$ cat src/rtl/opb_register_simulink2ppc.sv
// opb_register_simulink2ppc
//
// Publishes one 32-bit word from fabric user logic to the PowerPC as a
// small OPB slave register map. User logic strobes a word in; the block
// latches it and tracks freshness (NEW), lost words (OVERRUN), a capture
// count (CNT) and a software-controlled FREEZE that drops strobes.
// Everything runs on OPB_Clk; user logic must be synchronous to it.
//
// Register map (word offsets within the 256-byte window):
//   0x00 DATA    RO  last captured word; a read clears NEW
//   0x04 STATUS  RO  {CNT[15:0], 13'b0, FREEZE, OVERRUN, NEW}
//   0x08 CONTROL RW  write bit0 = CLEAR pulse, bit1 = FREEZE (needs BE[3])
//   others           read 0, writes ignored, always acked
//
// Ports:
//   OPB_Clk, OPB_Rst        clock, synchronous active-high reset
//   OPB_ABus/BE/DBus/RNW    OPB request (big-endian bit numbering)
//   OPB_select, OPB_seqAddr transfer request, sequential hint (unused)
//   Sl_DBus, Sl_xferAck     registered read data and acknowledge
//   Sl_errAck/retry/toutSup tied low
//   user_data_in/en         word to publish and its capture strobe
//
// state  | meaning
// -------+------------------------------------------------------------
// IDLE   | waiting for a selected, in-window request; latch request
// DECODE | snapshot read data into the holding register; abort if
//        | select has dropped
// ACK    | ack goes out next cycle; writes / NEW-clear applied on exit

module opb_register_simulink2ppc #(
    parameter logic [31:0] C_BASEADDR   = 32'h0000_0000,
    parameter logic [31:0] C_HIGHADDR   = 32'h0000_00FF,
    parameter int          C_OPB_AWIDTH = 32,
    parameter int          C_OPB_DWIDTH = 32,
    parameter logic [55:0] C_FAMILY     = "virtex5"
) (
    input  logic                        OPB_Clk,
    input  logic                        OPB_Rst,
    input  logic [0:C_OPB_AWIDTH-1]     OPB_ABus,
    input  logic [0:C_OPB_DWIDTH/8-1]   OPB_BE,
    input  logic [0:C_OPB_DWIDTH-1]     OPB_DBus,
    input  logic                        OPB_RNW,
    input  logic                        OPB_select,
    input  logic                        OPB_seqAddr,
    output logic [0:C_OPB_DWIDTH-1]     Sl_DBus,
    output logic                        Sl_xferAck,
    output logic                        Sl_errAck,
    output logic                        Sl_retry,
    output logic                        Sl_toutSup,
    input  logic [31:0]                 user_data_in,
    input  logic                        user_data_en
);

    typedef enum logic [1:0] {
        IDLE   = 2'd0,
        DECODE = 2'd1,
        ACK    = 2'd2
    } state_t;

    state_t state_q, state_d;

    // latched request
    logic [5:0]  off_q;
    logic        rnw_q;
    logic        be3_q;
    logic [1:0]  wd_q;

    logic [31:0] hold_q;
    logic [31:0] dbus_q;
    logic        ack_q;

    // published register state
    logic [31:0] data_q;
    logic        new_q;
    logic        overrun_q;
    logic        freeze_q;
    logic [15:0] cnt_q;

    logic [C_OPB_AWIDTH-1:0] addr_rel;
    logic        hit;
    logic        cap;
    logic        ctl_wr;
    logic        do_clear;
    logic        rd_clr;
    logic [31:0] rd_word;
    logic        unused_ok;

    // Single unsigned compare covers both window bounds.
    assign addr_rel = OPB_ABus - C_BASEADDR;
    assign hit      = (addr_rel <= (C_HIGHADDR - C_BASEADDR));

    assign cap      = user_data_en && !freeze_q;
    assign ctl_wr   = (state_q == ACK) && !rnw_q && (off_q == 6'd2) && be3_q;
    assign do_clear = ctl_wr && wd_q[0];
    assign rd_clr   = (state_q == ACK) && rnw_q && (off_q == 6'd0);

    assign unused_ok = ^{OPB_seqAddr, OPB_BE[0:2], OPB_DBus[0:29], C_FAMILY};

    always_comb begin
        rd_word = '0;
        case (off_q)
            6'd0:    rd_word = data_q;
            6'd1:    rd_word = {cnt_q, 13'b0, freeze_q, overrun_q, new_q};
            6'd2:    rd_word = {30'b0, freeze_q, 1'b0};
            default: rd_word = '0;
        endcase
    end

    always_comb begin
        state_d = state_q;
        case (state_q)
            IDLE:    if (OPB_select && hit) state_d = DECODE;
            DECODE:  state_d = OPB_select ? ACK : IDLE;
            ACK:     state_d = IDLE;
            default: state_d = IDLE;
        endcase
    end

    always_ff @(posedge OPB_Clk) begin
        if (OPB_Rst) begin
            state_q   <= IDLE;
            off_q     <= '0;
            rnw_q     <= 1'b0;
            be3_q     <= 1'b0;
            wd_q      <= '0;
            hold_q    <= '0;
            dbus_q    <= '0;
            ack_q     <= 1'b0;
            data_q    <= '0;
            new_q     <= 1'b0;
            overrun_q <= 1'b0;
            freeze_q  <= 1'b0;
            cnt_q     <= '0;
        end else begin
            state_q <= state_d;

            if (state_q == IDLE && OPB_select && hit) begin
                off_q <= OPB_ABus[24:29];
                rnw_q <= OPB_RNW;
                be3_q <= OPB_BE[3];
                wd_q  <= OPB_DBus[30:31];
            end

            if (state_q == DECODE && OPB_select)
                hold_q <= rd_word;

            // Ack and data are registered off the ACK state, so they appear
            // in the cycle after ACK and never two cycles in a row.
            ack_q  <= (state_q == ACK);
            dbus_q <= (state_q == ACK && rnw_q) ? hold_q : '0;

            if (cap)
                data_q <= user_data_in;

            // A capture outranks the DATA-read clear of NEW.
            if (cap)
                new_q <= 1'b1;
            else if (rd_clr)
                new_q <= 1'b0;

            // CLEAR outranks a simultaneous capture for OVERRUN and CNT.
            if (do_clear)
                overrun_q <= 1'b0;
            else if (cap && new_q)
                overrun_q <= 1'b1;

            if (do_clear)
                cnt_q <= '0;
            else if (cap)
                cnt_q <= cnt_q + 16'd1;

            if (ctl_wr)
                freeze_q <= wd_q[1];
        end
    end

    assign Sl_DBus    = dbus_q;
    assign Sl_xferAck = ack_q;
    assign Sl_errAck  = 1'b0;
    assign Sl_retry   = 1'b0;
    assign Sl_toutSup = 1'b0;

endmodule

$ cat config.mk
export PLATFORM = sky130hd
export DESIGN_NAME = opb_register_simulink2ppc
export DESIGN_NICKNAME = d
export VERILOG_FILES = /design/src/rtl/opb_register_simulink2ppc.sv
export SDC_FILE = /design/constraint.sdc
export NUM_CORES = 1
export LEC_CHECK = 0
export ABC_AREA = 1
export BUFFER_PORTS_ARGS = -buffer_cell sky130_fd_sc_hd__buf_2
export CORE_ASPECT_RATIO = 1.1
export CORE_MARGIN = 4
export CORE_UTILIZATION = 52
export CTS_CLUSTER_DIAMETER = 150
export CTS_CLUSTER_SIZE = 30
export DETAILED_ROUTE_END_ITERATION = 12
export PLACE_DENSITY_LB_ADDON = 0.25
export SKIP_CTS_REPAIR_TIMING = 1
export SLEW_MARGIN = 10
export SYNTH_ARGS = -nofsm -noshare
export SYNTH_HDL_FRONTEND = slang
export SYNTH_SLANG_ARGS = --single-unit
$ cat constraint.sdc
create_clock -name OPB_Clk -period 1.7 [get_ports OPB_Clk]
set_clock_uncertainty 0.2 [all_clocks]
set_input_delay 0.34 -clock OPB_Clk [delete_from_list [all_inputs] [get_ports OPB_Clk]]
set_output_delay 0.34 -clock OPB_Clk [all_outputs]
set_load 0.1 [all_outputs]
---- Word level (Yosys, flattened, before mapping) ----
Cells that the tools add are included.
cells by class
  bitwise gates (word level) .............. 1
  add/subtract/negate cells ............... 1
  equality and inequality tests ........... 5
  reduce and logical (&&, ||, !) cells .... 19
  multiplexer cells ....................... 6
  $lt $le $gt $ge ......................... 1
operators with widths
  operator               count
  $pmux 32 s3            1
  $le 32x8->1 const B    1
  $add 16x1->16 const B  1
  $logic_and 1x1->1      12
  $eq 6x1->1 const B     1
  $eq 6x2->1 const B     1
  $logic_not 6->1        1
  $mux 2                 2
  $pmux 2 s2             1
  $reduce_or 2->1        2
  $eq 2x1->1 const B     1
  $eq 2x2->1 const B     1
  $logic_not 1->1        2
  $logic_not 2->1        1
  $mux 1                 2
  $ne 2x2->1 const B     1
  $reduce_bool 2->1      1
  $not 1->1              1
storage, ports and cells
  output and inout port bits .............. 36
  input port bits ......................... 106
  word-level logic and storage cells ...... 46
  register bits ........................... 128

---- Logic depth before layout (Yosys ltp) ----
Gate-level depths: netlist of run 1.
  word-level depth ........................ 6
  depth in mapped cells ................... 8
  mapped depth without buffers ............ 8

---- Worst setup path before layout of run 1 ----
Ideal clock, no wire load.
  kind .................................... register to output
  from .................................... reg dbus_q[31] (netlist: Sl_DBus[0])
  to ...................................... out Sl_DBus[0] in the netlist's numbering
  stages on the path, launching flop included .. 1
  required time ........................... 1.160 ns
  slack ................................... 0.251 ns
  buffers on the path ..................... 0
  data arrival time ....................... 0.909 ns
  path through ............................ dfxtp_1
RTL lines
  what                    line  RTL
  from (decl)             69    logic [31:0] dbus_q;
  from (signal assigned)  150   dbus_q <= (state_q == ACK && rnw_q) ? hold_q : '0;
  to (decl)               45    output logic [0:C_OPB_DWIDTH-1] Sl_DBus,
No word-level cell between the ends.

---- Worst setup path in the final report of run 1 ----
  from .................................... reg dbus_q[17] (netlist: Sl_DBus[14])
  to ...................................... out Sl_DBus[14] in the netlist's numbering
No word-level cell between the ends.

==> metrics.csv, run 1 <==
stage,metric,value,unit
global_routing,grt_pass1_wl,18.7,mm
die,start_util,54.0,%
drt,drt-total-wl,12.5,mm
clocking,clock_latency,0.53,ns
power_and_ir_drop,p_leak,2.86,nW
critical_path,cp.arrival,1.12,ns
synthesis,yosys_warnings,0,
synthesis,synth_ff_type,dfxtp_1,
place,placed_area,0.00570,mm2
timing,rsz0062_at_grt,true,
die,num_io_pins,142,
synthesis,ys_ff_latch,128,
power_and_ir_drop,power,0.00703,W
synthesis,async_flop_share,0,%
critical_path,crit_chain,buf_4,
place,portBuffers,102,
drt,drt_iter0_drc,448,
synthesis,synth_area,0.00510,mm2
synthesis,synthCells,693,
critical_path,reg2reg_from,cnt_q[1],
drt,num_vias,4826,
die,die_w,102,um
critical_path,startpoint,Sl_DBus[14],
finish,stdcell_count,974,
timing,setup_viol,0,
global_routing,grt_pass1_vias,4206,
timing,fmax,602,MHz
critical_path,critPathBufInv,1,
critical_path,start_kind,flip-flop,
place,placedCellCount,895,
global_routing,grt_overflow,0,
timing,hold_viol,1,
drt,drt-vias-per-instance,4.95,
global_routing,grt_start_max_net_pins,33,
clocking,root_buffer,clkbuf_8,
critical_path,crit_slowest_cell,dfxtp_1,
finish,fill_cells,705,
critical_path,cp_num_cells,1,
finish,final_area,0.00688,mm2
finish,layout_commonest_cell,nor2_1,
finish,fin_nets,951,
critical_path,path_class,flip-flop to output pin,
drt,dr.pass1.iters,7,
synthesis,synth_edf_count,0,
flow_run,cap_viol_max_count,0,
power_and_ir_drop,peakVddDrop,623,uV
clocking,cts_num_sinks,128,
drt,drc,0,
global_routing,track_usage,20.6,%
synthesis,yosysSeqAreaShare,50.3,%
timing,hold_ws,-0.114,ns
place,place_hpwl,8.04,mm
die,core-area,0.00944,mm2
drt,wl_per_cell,12.9,um
power_and_ir_drop,power_density,1020,mW/mm2
synthesis,syn_area_per_cell,7.36,um2
critical_path,rrSetupSlack,0.05,ns
critical_path,cp.required,1.16,ns
critical_path,cp_top_family,flip-flops,
die,dieArea,0.0115,mm2
outcome,run_status,"finished, violations left",
die,die_h,112,um
drt,ant_nets,0,
finish,drive_above_1_share,20.1,%
hold_path,hold_path.class,primary input to flip-flop,
finish,syn2layout_area_growth,35.0,%
outcome,violations,negative hold slack,
clocking,cts_buffers,17,
timing,finalCritPeriodShare,97.7,%
place,place_congestion,0.906,
critical_path,r2r-end,cnt_q[12],
critical_path,max_stage_delay,0.31,ns
critical_path,crit_end,Sl_DBus[14],
timing,setup_tns,0,ns
finish,fin_util,72.8,%
critical_path,path_max_fanout,1,
critical_path,crit_path_end_kind,output pin,
clocking,clkTransAtPathRegs,0.05,ns
global_routing,antenna_found_initial,1,
timing,drv_slew,0,
synthesis,synth.distinct_cells,29,
clocking,h-tree-depth,4,
timing,min_period,1.66,ns
critical_path,reg2regPathDepth,7,
finish,mostFrequentLayoutCells,"nor2_1, dfxtp_1, nand2_1",
die,num_rows,37,
clocking,clock_path_buffers,2,
clocking,cts_tree,built,
==> area by class of cell <==
cell class                      count  area, um2  share of cell area [%]
Clock buffer                       19        432                    6.28
Antenna cell                        1       2.50                  0.0364
Sequential cell                   128       2560                    37.2
Clock inverter                     12        143                    2.07
Timing Repair Buffer              164       1210                    17.6
Tap cell                          117        146                    2.13
Multi-Input combinational cell    448       2050                    29.8
Inverter                           84        322                    4.67
Timing Repair inverter              1       7.51                   0.109
==> cell families (layout without fill, tap and decap cells) <==
group	Yosys count	after routing	share of synthesized area, %
XOR/XNOR	8	8	1.37
other	1	4	0.0736
AND/OR/NAND/NOR	322	322	27.0
AO/OA/AOI/OAI	114	114	11.2
buffers and inverters	119	280	9.79
flip-flops	128	128	50.3
adder cells (fa/ha/maj)	1	1	0.245
==> worst min-delay path by stage <==
stage,from,endpoint,cells past startpoint
finish,OPB_ABus[13],state_q[0],4
global route,OPB_ABus[13],state_q[0],4
floorplan,hold_q[15],Sl_DBus[16],2
CTS,OPB_Rst,state_q[0],2
global placement,hold_q[14],Sl_DBus[17],2
detailed placement,hold_q[12],Sl_DBus[19],2
==> through the flow <==
stage | hold slack, ns | setup slack, ns
after floorplan | 0.205 | 0.251
after global placement | 0.216 | 0.0707
after detailed placement | 0.217 | 0.0300
after CTS | -0.166 | -0.122
after global routing | -0.112 | -0.0732
final | -0.114 | 0.0399
==> where the power goes <==
| part | internal (W) | switching [W] | total [W] |
|---|---|---|---|
| Sequential | 0.00306 | 0.0000303 | 0.00309 |
| Combinational | 0.000207 | 0.000233 | 0.000440 |
| Clock | 0.00224 | 0.00126 | 0.00350 |
==> synth_stat cells, types with 7 or more instances <==
cell / n / area, um2
a21oi_1: 53 / 265
buf_2: 15 / 75.1
clkbuf_1: 12 / 45.0
dfxtp_1: 128 / 2560
inv_1: 79 / 297
nand2_1: 120 / 450
nand3_1: 22 / 110
nand4_1: 25 / 156
nor2_1: 136 / 510
nor2_2: 7 / 43.8
o21ai_0: 51 / 255
o21ai_1: 9 / 45.0
==> metal layers <==
metal  vias up  GRT usage (%)  share of wire [%]
met5         -              0                  0
met3        27           7.14                6.1
met4         0           6.74                2.4
li1       2474              -                  -
met1      2175           26.2                 43
met2       150           32.4                 49
==> state kept, by name, summed over array words and instances, names as in the netlist <==
| name | count |
|---|---|
| Sl_DBus | 32 |
| data_q | 32 |
| hold_q | 32 |
| cnt_q | 16 |
| off_q | 6 |
| state_q | 2 |
| wd_q | 2 |
| Sl_xferAck | 1 |
| be3_q | 1 |
| freeze_q | 1 |
| new_q | 1 |
| overrun_q | 1 |
| rnw_q | 1 |
Note: power is estimated with default switching activity, not from simulation.
==> run 2: changes to the inputs <==
Settings changed: RECOVER_POWER from default to 25.
==> metrics.csv, run 2 (synthesis gave the netlist of run 1 again) <==
stage,metric,value,unit,change
outcome,run_status,"finished, violations left",,unchanged
outcome,violations,negative hold slack,,unchanged
die,die_w,102,um,unchanged
clocking,cts_tree,built,,unchanged
die,dieArea,0.0115,mm2,unchanged
drt,drc,0,,unchanged
critical_path,crit_slowest_cell,dfxtp_1,,unchanged
global_routing,antenna_found_initial,1,,unchanged
die,core-area,0.00944,mm2,unchanged
global_routing,track_usage,20.6,%,unchanged
critical_path,crit_path_end_kind,flip-flop,,was output pin
finish,drive_above_1_share,20.0,%,was 20.1%
critical_path,max_stage_delay,0.45,ns,was 0.31 ns
clocking,cts_num_sinks,128,,unchanged
critical_path,start_kind,flip-flop,,unchanged
drt,num_vias,4827,,was 4826
die,num_io_pins,142,,unchanged
critical_path,cp_top_family,flip-flops,,unchanged
drt,drt-total-wl,12.5,mm,about the same
finish,mostFrequentLayoutCells,"nor2_1, dfxtp_1, nand2_1",,unchanged
place,place_congestion,0.906,,unchanged
clocking,clock_path_buffers,2,,unchanged
power_and_ir_drop,p_leak,2.86,nW,about the same
timing,setup_tns,0,ns,unchanged
clocking,clock_latency,0.52,ns,was 0.53 ns
critical_path,cp.required,1.95,ns,was 1.16 ns
finish,stdcell_count,974,,unchanged
die,start_util,54.0,%,unchanged
finish,fin_nets,951,,unchanged
critical_path,cp.arrival,1.94,ns,was 1.12 ns
critical_path,path_max_fanout,22,,was 1
global_routing,grt_pass1_vias,4206,,unchanged
timing,min_period,1.68,ns,was 1.66 ns
hold_path,hold_path.class,primary input to flip-flop,,unchanged
clocking,root_buffer,clkbuf_8,,unchanged
drt,drt_iter0_drc,438,,was 448
critical_path,crit_chain,inv_2 > nand2_1 > clkbuf_2 > o21ai_0 > a21oi_1,,was buf_4
finish,syn2layout_area_growth,34.9,%,was 35.0%
global_routing,grt_start_max_net_pins,33,,unchanged
critical_path,path_class,flip-flop to flip-flop,,was flip-flop to output pin
timing,fmax,594,MHz,was 602 MHz
global_routing,grt_pass1_wl,18.7,mm,unchanged
drt,dr.pass1.iters,5,,was 7
clocking,clkTransAtPathRegs,0.05,ns,about the same
clocking,cts_buffers,17,,unchanged
power_and_ir_drop,peakVddDrop,623,uV,about the same
place,placedCellCount,895,,unchanged
timing,setup_viol,0,,unchanged
timing,rsz0062_at_grt,true,,unchanged
clocking,h-tree-depth,4,,unchanged
timing,hold_ws,-0.111,ns,was -0.114 ns
finish,fin_util,72.8,%,about the same
power_and_ir_drop,power_density,1020,mW/mm2,about the same
die,die_h,112,um,unchanged
die,num_rows,37,,unchanged
global_routing,grt_overflow,0,,unchanged
critical_path,critPathBufInv,2,,was 1
drt,wl_per_cell,12.9,um,about the same
timing,hold_viol,1,,unchanged
drt,drt-vias-per-instance,4.96,,was 4.95
drt,ant_nets,0,,unchanged
place,place_hpwl,8.04,mm,unchanged
timing,drv_slew,0,,unchanged
place,portBuffers,102,,unchanged
finish,layout_commonest_cell,nor2_1,,unchanged
timing,finalCritPeriodShare,99.0,%,was 97.7%
flow_run,cap_viol_max_count,0,,unchanged
## run 2: layout make-up
class | instances | area [um2]
Fill cell | 705 | 2570
Tap cell | 117 | 146
Clock buffer | 19 | 432
Timing Repair Buffer | 164 | 1210
Multi-Input combinational cell | 448 | 2050
Inverter | 84 | 322
Clock inverter | 12 | 143
Timing Repair inverter | 1 | 7.51
Sequential cell | 128 | 2560
Antenna cell | 1 | 2.50
## run 2: worst reg2reg max path, delay by kind of cell (launching register included)
kind / cells / cell delay, ns
buffers and inverters: 2 / 0.45
AO/OA/AOI/OAI: 2 / 0.37
flip-flops: 1 / 0.45
AND/OR/NAND/NOR: 1 / 0.14
## run 2: where the power goes
group / internal, W / switching (W) / total, W
clock network: 0.00224 / 0.00125 / 0.00350
logic: 0.000206 / 0.000233 / 0.000439
registers: 0.00306 / 0.0000303 / 0.00309
total: 0.00551 / 0.00152 / 0.00703
## run 2: per-layer routing
layer / wire [um] / share of wire, % / track usage (%)
met5: 0 / 0 / 0
met4: 287 / 2.3 / 6.74
met3: 768 / 6.1 / 7.14
met2: 6160 / 49 / 32.4
met1: 5310 / 42 / 26.2
## run 2: final timing paths
check                           depth (start not counted)          from           to  slack [ns]
worst min-delay path                                    4  OPB_ABus[13]   state_q[0]       -0.11
worst max-delay path                                    5      freeze_q   data_q[18]        0.02
worst max register to register                          5      freeze_q   data_q[18]        0.02
worst min register to register                          2     hold_q[1]  Sl_DBus[30]        0.22
## run 2: stage by stage
step	area (um2)	total power (W)	worst slack, ns
after floorplan	5100	0.00336	0.251
after global placement	5700	0.00349	0.0707
after detailed placement	5700	0.00350	0.0300
after CTS	6270	0.00699	-0.122
after global routing	6870	0.00726	-0.0838
final	6870	0.00703	0.0165
